## src/rtl/loader_pkg.sv

```systemverilog
// Shared constants and types for the boot-time IMEM loader: sync byte,
// frame-parser states and error codes reported on the error port.
package loader_pkg;

  localparam logic [7:0] SYNC_BYTE = 8'hA5;

  typedef enum logic [2:0] {
    IDLE = 3'd0,
    LEN0 = 3'd1,
    LEN1 = 3'd2,
    DATA = 3'd3,
    CSUM = 3'd4,
    DONE = 3'd5,
    ERR  = 3'd6
  } state_e;

  localparam logic [1:0] ERR_NONE = 2'd0;
  localparam logic [1:0] ERR_LEN  = 2'd1;
  localparam logic [1:0] ERR_CSUM = 2'd2;

endpackage

```

## src/rtl/word_assembler.sv

```systemverilog
// Packs four strobed bytes, least-significant first, into a 32-bit word.
// word_valid is combinational on the 4th byte so the caller can register it.
module word_assembler (
  input  logic        clk,
  input  logic        rst,
  input  logic        clear,
  input  logic [7:0]  byte_in,
  input  logic        byte_valid,
  output logic [31:0] word,
  output logic        word_valid
);

  logic [1:0]  idx_q, idx_d;
  logic [23:0] shift_q, shift_d;

  always_comb begin
    idx_d   = idx_q;
    shift_d = shift_q;
    if (clear) begin
      idx_d   = 2'd0;
      shift_d = 24'd0;
    end else if (byte_valid) begin
      idx_d   = idx_q + 2'd1;
      // Bytes enter at the top and slide down, so byte 0 ends up in [7:0].
      shift_d = {byte_in, shift_q[23:8]};
    end
  end

  assign word       = {byte_in, shift_q};
  assign word_valid = byte_valid && !clear && (idx_q == 2'd3);

  always_ff @(posedge clk) begin
    if (rst) begin
      idx_q   <= 2'd0;
      shift_q <= 24'd0;
    end else begin
      idx_q   <= idx_d;
      shift_q <= shift_d;
    end
  end

endmodule

```

## src/rtl/imem_loader.sv

```systemverilog
// Parses SYNC/length/data/checksum frames and writes words into IMEM,
// holding the core in reset until a checksum-valid image has been loaded.
module imem_loader
  import loader_pkg::*;
#(
  parameter int ADDR_WIDTH = 8
) (
  input  logic                  clk,
  input  logic                  rst,
  input  logic [7:0]            in_data,
  input  logic                  in_valid,
  output logic                  in_ready,
  output logic                  imem_we,
  output logic [ADDR_WIDTH-1:0] imem_addr,
  output logic [31:0]           imem_wdata,
  output logic                  core_hold,
  output logic                  done,
  output logic [1:0]            error,
  output logic [15:0]           words_loaded,
  output logic [2:0]            dbg_state
);

  // Handshake: a byte transfers on a cycle where in_valid & in_ready are
  // both high; in_ready is high in every state once out of reset.

  localparam logic [16:0] DEPTH = 17'd1 << ADDR_WIDTH;

  state_e                state_q, state_d;
  logic                  in_ready_q, in_ready_d;
  logic [7:0]            len_lo_q, len_lo_d;
  logic [15:0]           n_q, n_d;
  logic [ADDR_WIDTH-1:0] addr_q, addr_d;
  logic [15:0]           words_q, words_d;
  logic [7:0]            csum_q, csum_d;
  logic                  imem_we_q, imem_we_d;
  logic [ADDR_WIDTH-1:0] imem_addr_q, imem_addr_d;
  logic [31:0]           imem_wdata_q, imem_wdata_d;
  logic                  core_hold_q, core_hold_d;
  logic                  done_q, done_d;
  logic [1:0]            error_q, error_d;

  logic        accept;
  logic [15:0] len_n;
  logic [31:0] asm_word;
  logic        asm_word_valid;

  assign accept = in_valid && in_ready_q;
  assign len_n  = {in_data, len_lo_q};

  word_assembler u_asm (
    .clk        (clk),
    .rst        (rst),
    .clear      (accept && (state_q == LEN1)),
    .byte_in    (in_data),
    .byte_valid (accept && (state_q == DATA)),
    .word       (asm_word),
    .word_valid (asm_word_valid)
  );

  always_comb begin
    state_d      = state_q;
    in_ready_d   = 1'b1;
    len_lo_d     = len_lo_q;
    n_d          = n_q;
    addr_d       = addr_q;
    words_d      = words_q;
    csum_d       = csum_q;
    imem_we_d    = 1'b0;
    imem_addr_d  = imem_addr_q;
    imem_wdata_d = imem_wdata_q;
    core_hold_d  = core_hold_q;
    done_d       = done_q;
    error_d      = error_q;

    case (state_q)
      IDLE: if (accept && in_data == SYNC_BYTE) state_d = LEN0;
      LEN0: if (accept) begin
        len_lo_d = in_data;
        state_d  = LEN1;
      end
      LEN1: if (accept) begin
        n_d = len_n;
        if ({1'b0, len_n} > DEPTH) begin
          state_d = ERR;
          error_d = ERR_LEN;
        end else begin
          // Zero-length frames still need a clean accumulator for CSUM.
          addr_d  = '0;
          words_d = 16'd0;
          csum_d  = 8'd0;
          state_d = (len_n == 16'd0) ? CSUM : DATA;
        end
      end
      DATA: if (accept) begin
        csum_d = csum_q ^ in_data;
        if (asm_word_valid) begin
          imem_we_d    = 1'b1;
          imem_addr_d  = addr_q;
          imem_wdata_d = asm_word;
          addr_d       = addr_q + 1'b1;
          words_d      = words_q + 16'd1;
          if (words_q + 16'd1 == n_q) state_d = CSUM;
        end
      end
      CSUM: if (accept) begin
        if (in_data == csum_q) begin
          state_d     = DONE;
          done_d      = 1'b1;
          core_hold_d = 1'b0;
        end else begin
          state_d = ERR;
          error_d = ERR_CSUM;
        end
      end
      DONE, ERR: if (accept && in_data == SYNC_BYTE) begin
        state_d     = LEN0;
        core_hold_d = 1'b1;
        done_d      = 1'b0;
        error_d     = ERR_NONE;
      end
      default: state_d = IDLE;
    endcase
  end

  always_ff @(posedge clk) begin
    if (rst) begin
      state_q      <= IDLE;
      in_ready_q   <= 1'b0;
      len_lo_q     <= 8'd0;
      n_q          <= 16'd0;
      addr_q       <= '0;
      words_q      <= 16'd0;
      csum_q       <= 8'd0;
      imem_we_q    <= 1'b0;
      imem_addr_q  <= '0;
      imem_wdata_q <= 32'd0;
      core_hold_q  <= 1'b1;
      done_q       <= 1'b0;
      error_q      <= ERR_NONE;
    end else begin
      state_q      <= state_d;
      in_ready_q   <= in_ready_d;
      len_lo_q     <= len_lo_d;
      n_q          <= n_d;
      addr_q       <= addr_d;
      words_q      <= words_d;
      csum_q       <= csum_d;
      imem_we_q    <= imem_we_d;
      imem_addr_q  <= imem_addr_d;
      imem_wdata_q <= imem_wdata_d;
      core_hold_q  <= core_hold_d;
      done_q       <= done_d;
      error_q      <= error_d;
    end
  end

  assign in_ready     = in_ready_q;
  assign imem_we      = imem_we_q;
  assign imem_addr    = imem_addr_q;
  assign imem_wdata   = imem_wdata_q;
  assign core_hold    = core_hold_q;
  assign done         = done_q;
  assign error        = error_q;
  assign words_loaded = words_q;
  assign dbg_state    = state_q;

endmodule
```

## config.mk

```make
export PLATFORM = sky130hd
export DESIGN_NAME = imem_loader
export DESIGN_NICKNAME = d
export VERILOG_FILES = /design/src/rtl/loader_pkg.sv /design/src/rtl/word_assembler.sv /design/src/rtl/imem_loader.sv
export SDC_FILE = /design/constraint.sdc
export NUM_CORES = 1
export LEC_CHECK = 0
export ABC_AREA = 1
export CORE_MARGIN = 2
export CORE_UTILIZATION = 40
export CTS_CLUSTER_DIAMETER = 80
export CTS_CLUSTER_SIZE = 16
export DETAILED_ROUTE_END_ITERATION = 6
export GPL_TIMING_DRIVEN = 1
export PLACE_DENSITY_LB_ADDON = 0.3
export REMOVE_ABC_BUFFERS = 1
export SLEW_MARGIN = 0
export SYNTH_ARGS = -nofsm -noshare
export SYNTH_HDL_FRONTEND = slang
export SYNTH_HIERARCHICAL = 1
export SYNTH_SLANG_ARGS = --single-unit
```

## constraint.sdc

```tcl
create_clock -name clk -period 2.35 [get_ports clk]
set_input_delay 0.3525 -clock clk [delete_from_list [all_inputs] [get_ports clk]]
set_output_delay 0.3525 -clock clk [all_outputs]
set_load 0.005 [all_outputs]
```

## Yosys cells after proc, flatten, opt, wreduce, memory -nomap -nowiden

Cells that the tools add are included.

| word-level totals | value |
|---|---|
| register bits after elaboration | 131 |
| bits of input ports | 11 |
| output and inout port bits | 65 |
| logic and storage cells | 107 |

| cells by class | value |
|---|---|
| $add $sub $neg | 3 |
| $lt $le $gt $ge | 1 |
| equal/unequal tests | 22 |
| mux-type cells | 39 |
| bitwise gates (word level) | 3 |
| reduce and logical (&&, ||, !) cells | 24 |

Operators with widths:

| operator | number |
|---|---|
| $mux 16 | 4 |
| $mux 8 | 5 |
| $pmux 16 s2 | 1 |
| $pmux 8 s2 | 2 |
| $mux 3 | 9 |
| $ne 2x2->1 const B | 9 |
| $add 16x1->16 const B | 1 |
| $eq 16x16->1 | 1 |
| $gt 16x9->1 const B | 1 |
| $logic_not 16->1 | 1 |
| $pmux 3 s5 | 1 |
| $mux 2 | 6 |
| $eq 3x3->1 const B | 3 |
| $add 8x1->8 const B | 1 |
| $eq 8x8->1 | 1 |
| $eq 8x8->1 const B | 1 |
| $mux 1 | 8 |
| $reduce_and 4->1 | 2 |
| $xor 8x8->8 | 1 |
| $reduce_and 7->1 | 1 |
| $eq 3x2->1 const B | 2 |
| $logic_and 1x1->1 | 6 |
| $ne 2x1->1 const B | 3 |
| $pmux 2 s3 | 1 |
| other kinds (15) | 21 |

## Longest topological paths before layout

| logic depth | value |
|---|---|
| depth after elaboration | 8 |
| mapped depth | 18 |
| mapped depth without buffers | 18 |

## By module

Netlist, hierarchy kept.

Modules (own cells, without submodules):

| module | times used | cells each | area each (um^2) | sequential area each (um^2) |
|---|---|---|---|---|
| imem_loader | 1 | 685 | 4,927.2 | 2,102.0 |
| word_assembler | 1 | 175 | 1,167.4 | 520.5 |

## Worst setup path before layout

Ideal clock, no wire load.

| timing path | value |
|---|---|
| path type | flip-flop to flip-flop |
| start | register state_q[1], in the netlist dbg_state[1] |
| end | register imem_addr_q[0], in the netlist imem_addr[0] |
| setup time | 116 ps |
| data arrival time | 2,162 ps |
| data required time | 2,234 ps |
| setup slack | 72 ps |
| cell stages (with the launch flop) | 14 |
| buffers on the path | 4 |
| period minus slack after synthesis | 2,278 ps |
| cell sequence | dfxtp_1 inv_1 nor2_1 nand2_1 nor2_1 clkbuf_1 clkbuf_1 nor2_1 nand2_1 buf_2 clkinv_1 buf_2 o21ai_0 nor2_1 |

| on the way | value |
|---|---|
| word-level cells in the longest chain between the ends | 6 |
| elaborated cells between the ends (all ways) | 8 |
| those cells by class | eq/ne: 2; reduce/logical: 6 |

RTL lines:

| element | line | text |
|---|---|---|
| start, declared | imem_loader.sv:28 | `state_e state_q, state_d;` |
| start signal, assigned | imem_loader.sv:141 | `state_q <= state_d;` |
| $eq 3x2->1 | imem_loader.sv:53 | `.clear (accept && (state_q == LEN1)),` |
| $logic_and 1x1->1 | imem_loader.sv:53 |  |
| $logic_not 1->1 | word_assembler.sv:30 | `assign word_valid = byte_valid && !clear && (idx_q == 2'd3);` |
| $logic_and 1x1->1 * (2 in series) | word_assembler.sv:30 |  |
| net asm_word_valid | imem_loader.sv:45 | `logic asm_word_valid;` |
| $reduce_and 3->1 (no line) * | -- |  |
| end signal, assigned | imem_loader.sv:149 | `imem_addr_q <= imem_addr_d;` |
| end, declared | imem_loader.sv:36 | `logic [ADDR_WIDTH-1:0] imem_addr_q, imem_addr_d;` |

The timed path passes the listed nets; every way through them passes the cells marked *.
A chain may end at the register's enable or synchronous reset.

## Worst setup path in the final report

| timing path | value |
|---|---|
| start | register words_q[1], in the netlist words_loaded[1] |
| end | register state_q[0], in the netlist dbg_state[0] |

| on the way | value |
|---|---|
| word-level cells in the longest chain between the ends | 4 |

RTL lines:

| element | line | text |
|---|---|---|
| start, declared | imem_loader.sv:33 | `logic [15:0] words_q, words_d;` |
| start signal, assigned | imem_loader.sv:146 | `words_q <= words_d;` |
| $add 16x1->16 | imem_loader.sv:102 | `if (words_q + 16'd1 == n_q) state_d = CSUM;` |
| $eq 16x16->1 | imem_loader.sv:102 |  |
| $ne 2x1->1 (no line) | -- |  |
| $reduce_and 7->1 (no line) | -- |  |

No other way between the ends.

==> results by group <==
CTS
  – Hold_buf cts: 0
  – TritonCTS buffer count: 17
  – Clock root cell: clkbuf_16
  – Clk_lat worst skew: between 400 and 500 ps
  – CTS tree: built
  – Clk sink count: between 100 and 150
  – H-tree depth: 4
  – Clock Tree Buf Depth: 2
  – Clk slew on worst S/H paths: around 60 ps

Global route
  – First-pass GRT wire length: 24900 um
  – Gr usage total: 19.1%
  – Initial antenna violation count: 0
  – Via count of the first global-routing pass: around 5000
  – Remaining global-route overflow: 0
  – Largest net degree at the start of global routing: 45

Power
  – Maximum VDD drop: roughly 0.44 mV
  – Pwr Density: between 700 and 800 nW/um2
  – Pleak: 0.00297 uW

Yosys
  – Avg Cell Area, Syn: about 7 um2
  – Asr flop ratio synth: 0%
  – EDFF count, synth: 0
  – Unique cell type count in the Yosys netlist: 39
  – FF+latch count, synth: about 130
  – Yosys warnings: 6
  – Syn Inst Count: 860
  – Synthesized area: roughly 6100 um2
  – Post-synthesis sequential area ratio: 43.0%
  – Ys flop type: dfxtp_1

Layout
  – # nets final: about 960
  – Commonest non-fill, non-tap cells in the layout: 172 x nor2_1, 168 x nand2_1, 130 x dfxtp_1
  – FILL cells: 1466
  – Diodes inserted: 0
  – Reg area: 2620 um2
  – Fraction of layout cells with a size suffix above 1: a little under a tenth
  – Layout Cells excl Fill: around 1100
  – Area grow syn2layout: 25.6%
  – Most common cell after layout, fill and taps aside: nor2_1
  – Finished Core Util: around 51%
  – Multi-input logic area: roughly 2900 um2

Min path
  – Hold Crit Class: reg2reg
  – Hold Crit Depth: 2
  – Worst hold start: error[1]
  – Hold Path End: error[1]

Die
  – Num ports: 76
  – # rows: 45
  – Placeable core region: approximately 15000 um2
  – Die Y: between 100 and 150 um
  – Starting Density: between 40% and 50%
  – Die Area: approximately 16000 um2
  – Die width: 127 um

Worst setup path
  – Arr. time, crit path: 2430 ps
  – Startpoint types: flop
  – R2R depth: 16
  – Most frequent CP cell: nand2_1
  – R2r startpoint: words_loaded[1]
  – R2r endpoint: dbg_state[0]
  – Origin of the worst setup path: words_loaded[1]
  – Critical path required time: between 2000 and 3000 ps
  – Top delay family on crit path: simple AND/OR/NAND/NOR gates
  – CP max FO: 8
  – Crit path largest cell delay: roughly 370 ps
  – Critical Path Slowest Stage Cell: dfxtp_2
  – Setup crit end kind: flop
  – Cell chain of the critical path: ha_1 > nand2_1 > nor2_4 > nand2_1 > nand3b_1 > nand2_1 > inv_1 > nand2_1 > nor2_1 > nand2_1 > nor2_1 > nand2_1 > nand2_1 > nand2_2 > o21ai_1 > inv_1
  – Register-to-register setup slack: between 200 and 250 ps
  – Critical path class: reg2reg
  – Buf/Inv on CP: 2

Run status
  – Outcome: finished, final reports clean

Place
  – Placed cells: 1110
  – Gpl congestion: around 0.85
  – DP HPWL: between 10000 and 15000 um
  – Worst slack, placed: -34.4 ps
  – Number of I/O port buffers: 75

STA
  – Relative slew slack: 54.8%
  – Clk_skew: between 7 and 8 ps
  – Worst-Margin Slew: approximately 680 ps
  – Slew Limit Fails: 0
  – Hold Vio Cnt, Final: 0
  – Unrepaired setup endpoints after global routing: no
  – Max Clk Rate: approximately 0.47 GHz
  – Endpoints failing setup: 0
  – Setup ws final: roughly 240 ps
  – Tcrit/Tclk final: between 80% and 90%
  – Final min period: between 2000 and 2500 ps

Detailed routing
  – Number of remaining DRC errors: 0
  – Via density: between 4 and 5
  – WL final: between 10000 and 15000 um
  – ANT nets after route: 0
  – First drt pass iteration count: 5
  – Iter 0 DRT Violations: ~400
  – Wire length per cell: about 13 um
  – Routed vias: approximately 5500

Job
  – Max cap viols: 0
## worst reg2reg max path, stage by stage, from the launching register on
cell      delay [ps]
dfxtp_2          370
ha_1             190
nand2_1          110
nor2_4           230
nand2_1          120
nand3b_1         100
nand2_1           60
inv_1             40
nand2_1           60
nor2_1           120
nand2_1           80
nor2_1           100
nand2_1           80
nand2_1          100
nand2_2           80
o21ai_1          120
inv_1             50
## synth_stat cells, types with 4 or more instances
master    number  area, um2
or2_2          4       25.0
nor3_1         7       35.0
xnor2_1        6       52.6
buf_6          4       45.0
buf_4         14        105
inv_1         82        308
nand4_1       13       81.3
buf_2          8       40.0
a21oi_1       57        285
dfxtp_1      131       2620
nand3_1       39        195
nand3b_1       6       45.0
clkbuf_1      16       60.1
nand2_1      168        631
o21bai_1       4       30.0
nor2_1       173        649
nor2_4         9        101
o21ai_0       78        390
xor2_1        10       87.6
## cell families (layout without fill, tap and decap cells)
family | Yosys count | in the layout | share of synthesized area, %
AND/OR/NAND/NOR | 431 | 431 | 31.0
AO/OA/AOI/OAI | 148 | 148 | 12.7
flip-flops | 131 | 131 | 43.0
buffers and inverters | 129 | 223 | 9.55
XOR/XNOR | 18 | 18 | 3.06
adder cells (fa/ha/maj) | 3 | 3 | 0.616
## worst max-delay path by stage
stage,cells after the start,to
2_1_floorplan,9,imem_addr[1]
3_3_place_gp,10,words_loaded[7]
3_5_place_dp,13,addr_q[5]
4_1_cts,14,dbg_state[0]
5_1_grt,16,dbg_state[0]
6_report,16,dbg_state[0]
## what timing repair did
action / 4_1_cts / 5_1_grt
setup endpoints to repair: 0 / 2
setup buffers: 0 / 0
resized for setup: 0 / 2
## metal layers
layer / vias up / GRT usage, % / share of wire (%)
met3: 21 / 4.27 / 3.6
met2: 109 / 30.0 / 46
met5: - / 0 / 0
li1: 2900 / - / -
met4: 0 / 7.43 / 1.8
met1: 2503 / 25.7 / 49
## report_power, final
group	leakage (uW)	internal [uW]	switching, uW
clock	0.000278	1590	997
combinational	0.00163	269	396
sequential	0.00106	2310	72.6
## state kept, by name (all words and copies together) (netlist names), 3 cells and up
signal,cells
imem_wdata,32
addr_q,8
u_asm/shift_q,24
dbg_state,3
csum_q,8
n_q,16
words_loaded,16
imem_addr,8
len_lo_q,8
## metrics by stage
stage / TNS [ps] / power, uW / hold WS, ps / instance area (um2)
2_1_floorplan: -55330 / 2840 / 422 / 5840
3_3_place_gp: -106 / 3080 / 441 / 7070
3_5_place_dp: -237 / 3090 / 448 / 7070
4_1_cts: 0 / 5680 / 463 / 7650
5_1_grt: 0 / 5890 / 479 / 7660
6_report: 0 / 5640 / 462 / 7660
## cell type report
cell class              instances  area share, %
well taps                     188           3.07
repair buffers                104           13.0
flip-flops and latches        131           34.3
inverters                      87           4.33
clock buffers                  21           5.88
clock inverters                11           1.68
multi-input cells             600           37.8
Power figures use the tool's default switching activity.
